`config.mk`:
```
export PLATFORM = sky130hd
export DESIGN_NAME = dispatch_credit_ctrl
export DESIGN_NICKNAME = d
export VERILOG_FILES = /design/src/rtl/dispatch_credit_ctrl.sv
export SDC_FILE = /design/constraint.sdc
export NUM_CORES = 1
export LEC_CHECK = 0
export CAP_MARGIN = 20
export CORE_ASPECT_RATIO = 0.8
export CORE_MARGIN = 1.5
export CORE_UTILIZATION = 55
export CTS_BUF_LIST = sky130_fd_sc_hd__clkbuf_16
export CTS_CLUSTER_SIZE = 25
export DETAILED_ROUTE_END_ITERATION = 6
export GPL_TIMING_DRIVEN = 0
export PLACE_DENSITY = 0.86
export REMOVE_ABC_BUFFERS = 1
export SYNTH_ARGS = -nofsm -noshare
export SYNTH_HDL_FRONTEND = slang
export SYNTH_SLANG_ARGS = --single-unit
```
`constraint.sdc`:
```
create_clock -name clk_in -period 3.8 [get_ports clk_in]
set_input_delay 0.38 -clock clk_in [delete_from_list [all_inputs] [get_ports clk_in]]
set_output_delay 0.38 -clock clk_in [all_outputs]
set_load 0.005 [all_outputs]
```
`src/rtl/dispatch_credit_ctrl.sv`:
```
// rtl/dispatch_credit_ctrl.sv - ROB/RS/LSQ credit tracking and flush sequencing for dispatch
// Optional DISPATCH_STAT_EN adds per-queue RUN-state stall counters.
module dispatch_credit_ctrl #(
  parameter int ROB_DEPTH  = 16,
  parameter int RS_DEPTH   = 16,
  parameter int LSQ_DEPTH  = 8,
  parameter int CNT_W      = 5,
  parameter int SLACK      = 2,
  parameter int FLUSH_HOLD = 3
) (
  input  logic             clk_in,
  input  logic             rst_n_in,
  input  logic             rdy_in,
  input  logic             rob_flush_in,
  input  logic             decoder_en_in,
  input  logic             decoder_is_mem_in,
  input  logic             rob_commit_in,
  input  logic             rs_issue_in,
  input  logic             lsq_issue_in,
  output logic             rob_rdy_out,
  output logic             rs_rdy_out,
  output logic             lsqueue_rdy_out,
  output logic [CNT_W-1:0] rob_free_out,
  output logic             err_out
`ifdef DISPATCH_STAT_EN
  ,
  output logic [31:0]      stall_rob_out,
  output logic [31:0]      stall_rs_out,
  output logic [31:0]      stall_lsq_out
`endif
);

  localparam int HOLD_W = $clog2(FLUSH_HOLD + 1);
  localparam logic [CNT_W-1:0]  ROB_FULL  = CNT_W'(ROB_DEPTH);
  localparam logic [CNT_W-1:0]  RS_FULL   = CNT_W'(RS_DEPTH);
  localparam logic [CNT_W-1:0]  LSQ_FULL  = CNT_W'(LSQ_DEPTH);
  localparam logic [CNT_W-1:0]  SLACK_C   = CNT_W'(SLACK);
  localparam logic [HOLD_W-1:0] HOLD_INIT = HOLD_W'(FLUSH_HOLD);

  typedef enum logic {ST_RUN, ST_FLUSH} state_e;

  state_e            state_q, state_d;
  logic [HOLD_W-1:0] hold_q, hold_d;
  logic [CNT_W-1:0]  rob_q, rob_d;
  logic [CNT_W-1:0]  rs_q, rs_d;
  logic [CNT_W-1:0]  lsq_q, lsq_d;
  logic              err_q, err_d;
  logic              rob_rdy_q, rob_rdy_d;
  logic              rs_rdy_q, rs_rdy_d;
  logic              lsq_rdy_q, lsq_rdy_d;

  logic rob_alloc, rs_alloc, lsq_alloc;

  // Saturating credit step: an alloc at empty or a release at full leaves the count alone.
  function automatic logic [CNT_W-1:0] credit_step(input logic [CNT_W-1:0] free,
                                                   input logic alloc, input logic rel,
                                                   input logic [CNT_W-1:0] full);
    credit_step = free;
    if (alloc && !rel && free != '0) credit_step = free - CNT_W'(1);
    else if (rel && !alloc && free != full) credit_step = free + CNT_W'(1);
  endfunction

  function automatic logic credit_bad(input logic [CNT_W-1:0] free,
                                      input logic alloc, input logic rel,
                                      input logic [CNT_W-1:0] full);
    credit_bad = (alloc && !rel && free == '0) || (rel && !alloc && free == full);
  endfunction

  assign rob_alloc = decoder_en_in;
  assign rs_alloc  = decoder_en_in && !decoder_is_mem_in;
  assign lsq_alloc = decoder_en_in && decoder_is_mem_in;

  always_comb begin
    state_d = state_q;
    hold_d  = hold_q;
    rob_d   = rob_q;
    rs_d    = rs_q;
    lsq_d   = lsq_q;
    err_d   = err_q;
    if (rob_flush_in) begin
      state_d = ST_FLUSH;
      hold_d  = HOLD_INIT;
      rob_d   = ROB_FULL;
      rs_d    = RS_FULL;
      lsq_d   = LSQ_FULL;
    end else if (state_q == ST_FLUSH) begin
      // Credits stay full while draining; a dispatch here means the issue gate was ignored.
      if (decoder_en_in) err_d = 1'b1;
      if (hold_q != '0) hold_d = hold_q - HOLD_W'(1);
      if (hold_q <= HOLD_W'(1)) state_d = ST_RUN;
    end else begin
      rob_d = credit_step(rob_q, rob_alloc, rob_commit_in, ROB_FULL);
      rs_d  = credit_step(rs_q, rs_alloc, rs_issue_in, RS_FULL);
      lsq_d = credit_step(lsq_q, lsq_alloc, lsq_issue_in, LSQ_FULL);
      if (credit_bad(rob_q, rob_alloc, rob_commit_in, ROB_FULL) ||
          credit_bad(rs_q, rs_alloc, rs_issue_in, RS_FULL) ||
          credit_bad(lsq_q, lsq_alloc, lsq_issue_in, LSQ_FULL))
        err_d = 1'b1;
    end
    rob_rdy_d = (state_d == ST_RUN) && (rob_d > SLACK_C);
    rs_rdy_d  = (state_d == ST_RUN) && (rs_d > SLACK_C);
    lsq_rdy_d = (state_d == ST_RUN) && (lsq_d > SLACK_C);
  end

  always_ff @(posedge clk_in or negedge rst_n_in) begin
    if (!rst_n_in) begin
      state_q   <= ST_FLUSH;
      hold_q    <= HOLD_INIT;
      rob_q     <= ROB_FULL;
      rs_q      <= RS_FULL;
      lsq_q     <= LSQ_FULL;
      err_q     <= 1'b0;
      rob_rdy_q <= 1'b0;
      rs_rdy_q  <= 1'b0;
      lsq_rdy_q <= 1'b0;
    end else if (rdy_in) begin
      state_q   <= state_d;
      hold_q    <= hold_d;
      rob_q     <= rob_d;
      rs_q      <= rs_d;
      lsq_q     <= lsq_d;
      err_q     <= err_d;
      rob_rdy_q <= rob_rdy_d;
      rs_rdy_q  <= rs_rdy_d;
      lsq_rdy_q <= lsq_rdy_d;
    end
  end

`ifdef DISPATCH_STAT_EN
  logic [31:0] stall_rob_q, stall_rs_q, stall_lsq_q;

  always_ff @(posedge clk_in or negedge rst_n_in) begin
    if (!rst_n_in) begin
      stall_rob_q <= '0;
      stall_rs_q  <= '0;
      stall_lsq_q <= '0;
    end else if (rdy_in && state_q == ST_RUN) begin
      if (!rob_rdy_q) stall_rob_q <= stall_rob_q + 32'd1;
      if (!rs_rdy_q)  stall_rs_q  <= stall_rs_q + 32'd1;
      if (!lsq_rdy_q) stall_lsq_q <= stall_lsq_q + 32'd1;
    end
  end

  assign stall_rob_out = stall_rob_q;
  assign stall_rs_out  = stall_rs_q;
  assign stall_lsq_out = stall_lsq_q;
`endif

  assign rob_rdy_out     = rob_rdy_q;
  assign rs_rdy_out      = rs_rdy_q;
  assign lsqueue_rdy_out = lsq_rdy_q;
  assign rob_free_out    = rob_q;
  assign err_out         = err_q;

endmodule

```
# Word level (Yosys, flattened, before mapping)
# Cells that the tools add are included.
# word_totals
reg_bits	22
out_inout_bits	9
in_bits	9
elab_cells	97
# op_classes
add_sub_neg	7
bitwise	2
n_lt_le_gt_ge	4
mux	21
eq_ne	7
reduce_logical	47
# ops
op	count
5-bit 2-to-1 mux	12
1-bit logical AND	23
5-bit by 1-bit adder with 5-bit output, second input constant	3
5-bit by 2-bit > comparator with 1-bit output, second input constant	3
5-bit zero test	3
5-bit nonzero test	3
5-bit by 1-bit subtractor with 5-bit output, second input constant	3
5-bit equality test, second input constant	2
5-bit != test, second input constant	2
2-bit nonzero test	4
1-bit zero test	7
1-bit 2-to-1 mux	6
2-bit 2-to-1 mux	3
5-bit by 4-bit equality test with 1-bit output, second input constant	1
1-bit logical OR	5
5-bit by 4-bit != test with 1-bit output, second input constant	1
4-bit AND reduction	1
3-bit AND reduction	1
2-bit by 1-bit less-or-equal comparator with 1-bit output, second input constant	1
2-bit != test, second input constant	1
1-bit NOT	2
2-bit by 1-bit subtractor with 2-bit output, second input constant	1

# Depth between registers and ports, before layout
# Gate-level depths: netlist of run 1.
# depth
word_depth	11
depth_mapped	8
ltp_nobuf	8

# Worst setup path after synthesis of run 1
# OpenSTA, ideal clock, no wires.
# synth_path
path_kind	register -> register
from	register rs_q[0]
to	register rs_rdy_q (netlist: rs_rdy_out)
path_buffers	0
setup_time_ps	126
synth_period_minus_slack_ps	2319
path_slack_ps	1481
stages_incl_launch_ff	9
required_time_ps	3674
arrival_time_ps	2193
cell_sequence	dfrtp_1 inv_1 ha_1 or3b_4 o22ai_2 a21oi_1 a311oi_2 or3b_1 o32a_1
# synth_between
elab_chain_len	8
elab_cells_between_ends	12
classes_between	add/sub (2); order compare (1); eq/ne (1); mux (4); reduce/logical (4)
# synth_lines
item	line_no	source
from (decl)	45	logic [CNT_W-1:0] rs_q, rs_d;
from (signal assigned)	120	rs_q <= rs_d;
branches (longest 4 deep; another with 5-bit by 1-bit adder with 5-bit output)	n/a	
5-bit 2-to-1 mux (*)	86	end else if (state_q == ST_FLUSH) begin
5-bit 2-to-1 mux (*)	80	if (rob_flush_in) begin
5-bit by 2-bit > comparator with 1-bit output (*)	101	rs_rdy_d = (state_d == ST_RUN) && (rs_d > SLACK_C);
1-bit logical AND (*)	101	
to (signal assigned)	124	rs_rdy_q <= rs_rdy_d;
to (decl)	49	logic rs_rdy_q, rs_rdy_d;
# Mark *: on every way between the ends.
# A chain may end at the register's enable or synchronous reset.

# Worst setup path in the final report of run 1
# Same ends and word-level chain as after synthesis.

==> results of run 1 <==
cells by family after synthesis:
family | Yosys count | synth area share [%]
and+or+nand+nor | 74 | 21.18
AOI/OAI and AO/OA | 65 | 26.20
buffers and inverters | 26 | 6.396
DFF | 22 | 30.67
xor gates and xnor gates | 10 | 4.815
adders and majority gates | 9 | 6.190
muxes | 8 | 4.539
sequential cells by signal, summed over array words and instances (netlist names):
register	count
lsq_q	5
rob_free_out	5
rs_q	5
hold_q	2
err_out	1
lsqueue_rdy_out	1
rob_rdy_out	1
rs_rdy_out	1
state_q	1
worst max-delay path by stage:
stage	slack [ns]	cells after the start	endpoint	from
floorplan	1.48	8	rs_rdy_out$_DFFE_PN0P_	rs_q[0]$_DFFE_PN0P_
global placement	0.95	6	lsqueue_rdy_out$_DFFE_PN0P_	rdy_in
detailed placement	0.88	6	lsqueue_rdy_out$_DFFE_PN0P_	rdy_in
CTS	1.14	6	lsqueue_rdy_out$_DFFE_PN0P_	rdy_in
global route	0.79	8	rs_rdy_out$_DFFE_PN0P_	rs_q[0]$_DFFE_PN0P_
finish	1.14	8	rs_rdy_out$_DFFE_PN0P_	rs_q[0]$_DFFE_PN0P_
final cells by class:
type	instances	area, um^2	area share (%)
multi-input cells	166	1145	54.99
clock inverters	1	3.754	0.1803
well taps	40	50.05	2.404
repair buffers	18	197.7	9.495
inverters	14	52.55	2.524
clock buffers	3	75.07	3.606
flip-flops and latches	22	558.0	26.80
power by group:
| group | switching (mW) | internal (mW) |
|---|---|---|
| combinational | 0.228 | 0.224 |
| clock | 0.0844 | 0.140 |
| sequential | 0.0858 | 0.300 |
| total | 0.398 | 0.665 |
per-layer routing:
metal	global-route usage [%]	part of all wire (%)
met1	32.26	47
met2	40.10	46
met3	5.967	5.5
met4	6.803	1.3
met5	0	0
through the flow:
stage          worst slack, ns  total power [mW]  std cells  area [um^2]
3_3_place_gp            0.9484            0.8129        259         1976
5_1_grt                 0.7947             1.132        264         2082
2_1_floorplan            1.481            0.6739        202         1755
4_1_cts                  1.137             1.056        263         2054
3_5_place_dp            0.8754            0.8312        259         1976
6_report                 1.139             1.062        264         2082
cells in the final DEF, fill, tap and decap left out, types with 5 or more instances in the layout:
master and count:
dfrtp_1 16, xnor2_1 7, inv_1 13, nand2_1 13, mux2i_1 6, o21ai_0 12, clkdlybuf4s50_1 17, a21oi_1 14
nor3_1 5, nor2_1 25, ha_1 9, dfstp_2 6
==> metrics.txt, run 1 <==
status completed; GPL Wtd Cong 0.7996; Synth Register Bits 22; first-pass GRT wire length 6699 um; P&R area growth vs syn 14.44%; crit share post-route 70.03%; Slew @ Worst Pin 0.7024 ns; Setup crit start kind flip-flop; Bufs and invs on worst path 1; Final Critical Period 2.661 ns; count of cell types in the netlist 57; flop2flop setup slack 1.14 ns; Final setup viols 0; asr flop ratio synth 100.0%; count leader, synth nor2_1; post-synthesis sequential area ratio 30.67%; Worst Path Arrival 2.80 ns; Die Y-Extent 54.44 um; fmax 0.3758 GHz; layout cell share with drive strength beyond 1 9.821%; post-synth top area share 22.01%; VDD IR max 0.3381 mV; Final Hold Viols 0; reg2reg path depth 8; Skew-Pair Late Insertion Delay 0.26 ns; Routed Antenna Nets 0; total CTS buffers 3; CP endpoint kind flip-flop; Max Root-Sink Buffers 2; starting density of the core 58.11%; Static Leak 0.8203 nW; final core area utilization 66.51%; crit path cell chain inv_1, ha_1, nor4b_1, o21ai_0, a2111oi_0, xnor2_1, nor2_1, o32a_1; vias in the first global route 1,472; Reg-to-Reg Start rs_q[0]$_DFFE_PN0P_; RSZ-0062 raised after global routing no; TritonCTS clock tree done; root buf cell clkbuf_16; GRT overflow 0; Worst R2R End rs_rdy_out$_DFFE_PN0P_; total core area 0.003131 mm^2; DRC 0; setup tns final 0 ns; hold slack 0.4247 ns; Initial DRC Count 86; worst stage delay on the critical path 0.58 ns; largest cells by area after synthesis dfrtp_1 22%, dfstp_2 8.7%, ha_1 6.2%; routed vias/inst 6.239; via count 1,647; clk slew on worst S/H paths 0.06 ns; hpwl dp 2854 um; # H-tree levels 1; DRT Wirelength 4040 um; synth cell count leaders 25 x nor2_1, 16 x dfrtp_1, 14 x a21oi_1, 13 x nand2_1; number of antenna violations at the first check in global routing 0; HP Class primary input to async pin; kind of critical path flip-flop to flip-flop; Pre-antenna DRT Iters 4; hold bufs inserted after CTS 0; Port Buffers 17; Row Count 18; EDFF count, synth 0; DR WL/cell 15.30 um; CP delay by family, top compound AO/OA/AOI/OAI gates; Die X 67.30 um; Fin Clk Skew 0.002580 ns; Rel. slew slack 53.03%; PostCTS Resize Cnt 0; Syn Area/Cell 8.501 um^2; largest net degree at the start of global routing 23; pwr dens 510.3 mW/mm^2; n_diodes 0; I/O pin total 18; nets 243; slowest CP cell a2111oi_0; Sink Count 22; DIE AREA 0.003664 mm^2; fillcell total 250; Worst EP required 3.94 ns; Synth warnings 0; Total GRT Usage 24.37%; commonest register cell after synthesis dfrtp_1; cells after synthesis 214; Post-CTS Setup Repair Bufs 0; Max Cap Viol 0; Synth area leader dfrtp_1; critical-path maximum fanout 6; Synth Cell Area 0.001819 mm^2; final slew viol count 0
Power figures use the tool's default switching activity.
==> run 2: changes to the inputs <==
CORE_UTILIZATION = 52   (was 55)
clock period = 2.25 ns   (was 3.8 ns; I/O delays follow)
==> metrics.txt, run 2 (synthesized netlist as in run 1, its figures left out) <==
status complete, but fails checks; failing checks setup timing; Pre-antenna DRT Iters 4; # H-tree levels 1; nets 260; multi-input logic area 0.001232 mm^2; DRC 0; largest net degree at the start of global routing 23; first-pass GRT wire length 7797 um; Final setup viols 1; Routed Antenna Nets 0; Worst EP required 2.39 ns; P&R area growth vs syn 27.24%; most common cell after layout, fill and taps aside nor2_1; Die X 69.13 um; final core area utilization 68.09%; Final Hold Viols 0; starting density of the core 53.51%; Final Critical Period 2.327 ns; total power 2.080 mW; routed vias/inst 6.226; Total GRT Usage 24.86%; Max Root-Sink Buffers 2; flop2flop setup slack -0.08 ns; Reg area 559.3 um^2; leading cell types in the layout, fill and taps excluded 25 x nor2_1, 15 x dfrtp_1, 13 x nand2_1, 13 x clkdlybuf4s50_1; Setup crit start kind flip-flop; fmax 0.4297 GHz; HP Class primary input to async pin; fillcell total 268; Port Buffers 17; final slew viol count 0; Skew-Pair Late Insertion Delay 0.25 ns; VDD IR max 0.5351 mV; Worst R2R End rs_rdy_out$_DFFE_PN0P_; total core area 0.003400 mm^2; total CTS buffers 3; I/O pin total 18; DIE AREA 0.003865 mm^2; Fin Clk Skew 0.004592 ns; Worst Path Arrival 2.46 ns; hold bufs inserted after CTS 0; CP endpoint kind flip-flop; fin worst setup slack -0.07725 ns; hpwl dp 2879 um; Static Leak 0.9404 nW; Initial DRC Count 126; Sink Count 22; kind of critical path flip-flop to flip-flop; GPL Wtd Cong 0.8098; n_diodes 0; Max Cap Viol 0; Reg-to-Reg Start rs_q[0]$_DFFE_PN0P_; GRT overflow 0; root buf cell clkbuf_16; TritonCTS clock tree done; RSZ-0062 raised after global routing yes; hold slack 0.2521 ns; via count 1,762; crit share post-route 103.4%; pwr dens 898.4 mW/mm^2; critical-path maximum fanout 5; Rel. slew slack 49.56%; reg2reg path depth 8; layout cell share with drive strength beyond 1 23.65%; clk slew on worst S/H paths 0.06 ns; DR WL/cell 16.89 um; Die Y-Extent 55.91 um; Slew @ Worst Pin 0.7554 ns; number of antenna violations at the first check in global routing 0; Row Count 19; vias in the first global route 1,696; DRT Wirelength 4779 um
==> run 2: changes by cell type in the layout (fill, tap and decap cells not counted), moves of 3 or more <==
| cell | previous run | this run |
|---|---|---|
| clkdlybuf4s50_1 | 17 | 13 |
| inv_2 | 0 | 3 |
| inv_1 | 13 | 9 |
| buf_4 | 0 | 12 |
| buf_6 | 0 | 5 |
==> run 2: worst max-delay path by stage <==
stage,start,to,depth (start not counted)
after global placement,rdy_in,lsqueue_rdy_out$_DFFE_PN0P_,6
after global routing,rs_q[0]$_DFFE_PN0P_,rs_rdy_out$_DFFE_PN0P_,8
after CTS,rs_q[0]$_DFFE_PN0P_,rs_rdy_out$_DFFE_PN0P_,8
after floorplan,rs_q[0]$_DFFE_PN0P_,rs_rdy_out$_DFFE_PN0P_,8
final,rs_q[0]$_DFFE_PN0P_,rs_rdy_out$_DFFE_PN0P_,8
after detailed placement,rdy_in,lsqueue_rdy_out$_DFFE_PN0P_,6
==> run 2: layout make-up <==
cell class / count / area share, %
tap: 42 / 2.270
multi-input combinational: 166 / 53.24
sequential: 22 / 24.16
inverter: 14 / 2.486
clock buffer: 3 / 3.243
timing repair buffer: 35 / 14.43
clock inverter: 1 / 0.1622
==> run 2: per-layer routing <==
metal  track usage [%]  up-vias  routed length, um
met1             31.71      857               2038
met5                 0        -                  0
met2             43.27       54               2402
met4             6.162        0                109
met3             5.254       12                229
li1                  -      839                  -
==> run 2: what timing repair did <==
action                     CTS  global route
pin swaps                    2             5
setup endpoints to repair    8             8
buffers inserted            11             6
resized for setup           17            15
==> run 2: critical path, cell delays in order, from the launching register on <==
cell,delay [ns]
dfrtp_1,0.40
inv_2,0.09
ha_4,0.14
or3b_4,0.41
o22ai_2,0.18
a21oi_2,0.09
a311oi_2,0.23
or3b_1,0.38
o32a_1,0.29
==> run 2: power breakdown <==
| group | total, mW | internal, mW | switching (mW) |
|---|---|---|---|
| clock network | 0.373 | 0.237 | 0.136 |
| logic | 1.05 | 0.555 | 0.498 |
| registers | 0.654 | 0.509 | 0.145 |
==> run 2: metrics by stage <==
| stage | std cells | instance area (um^2) | worst slack, ns | setup TNS (ns) |
|---|---|---|---|---|
| 3_3_place_gp | 261 | 1978 | -0.4251 | -2.931 |
| 4_1_cts | 276 | 2206 | -0.009002 | -0.009002 |
| 6_report | 283 | 2315 | -0.07725 | -0.07725 |
| 2_1_floorplan | 202 | 1755 | -0.06907 | -0.06907 |
| 5_1_grt | 283 | 2315 | -0.1542 | -0.2298 |
| 3_5_place_dp | 261 | 1978 | -0.4857 | -3.897 |
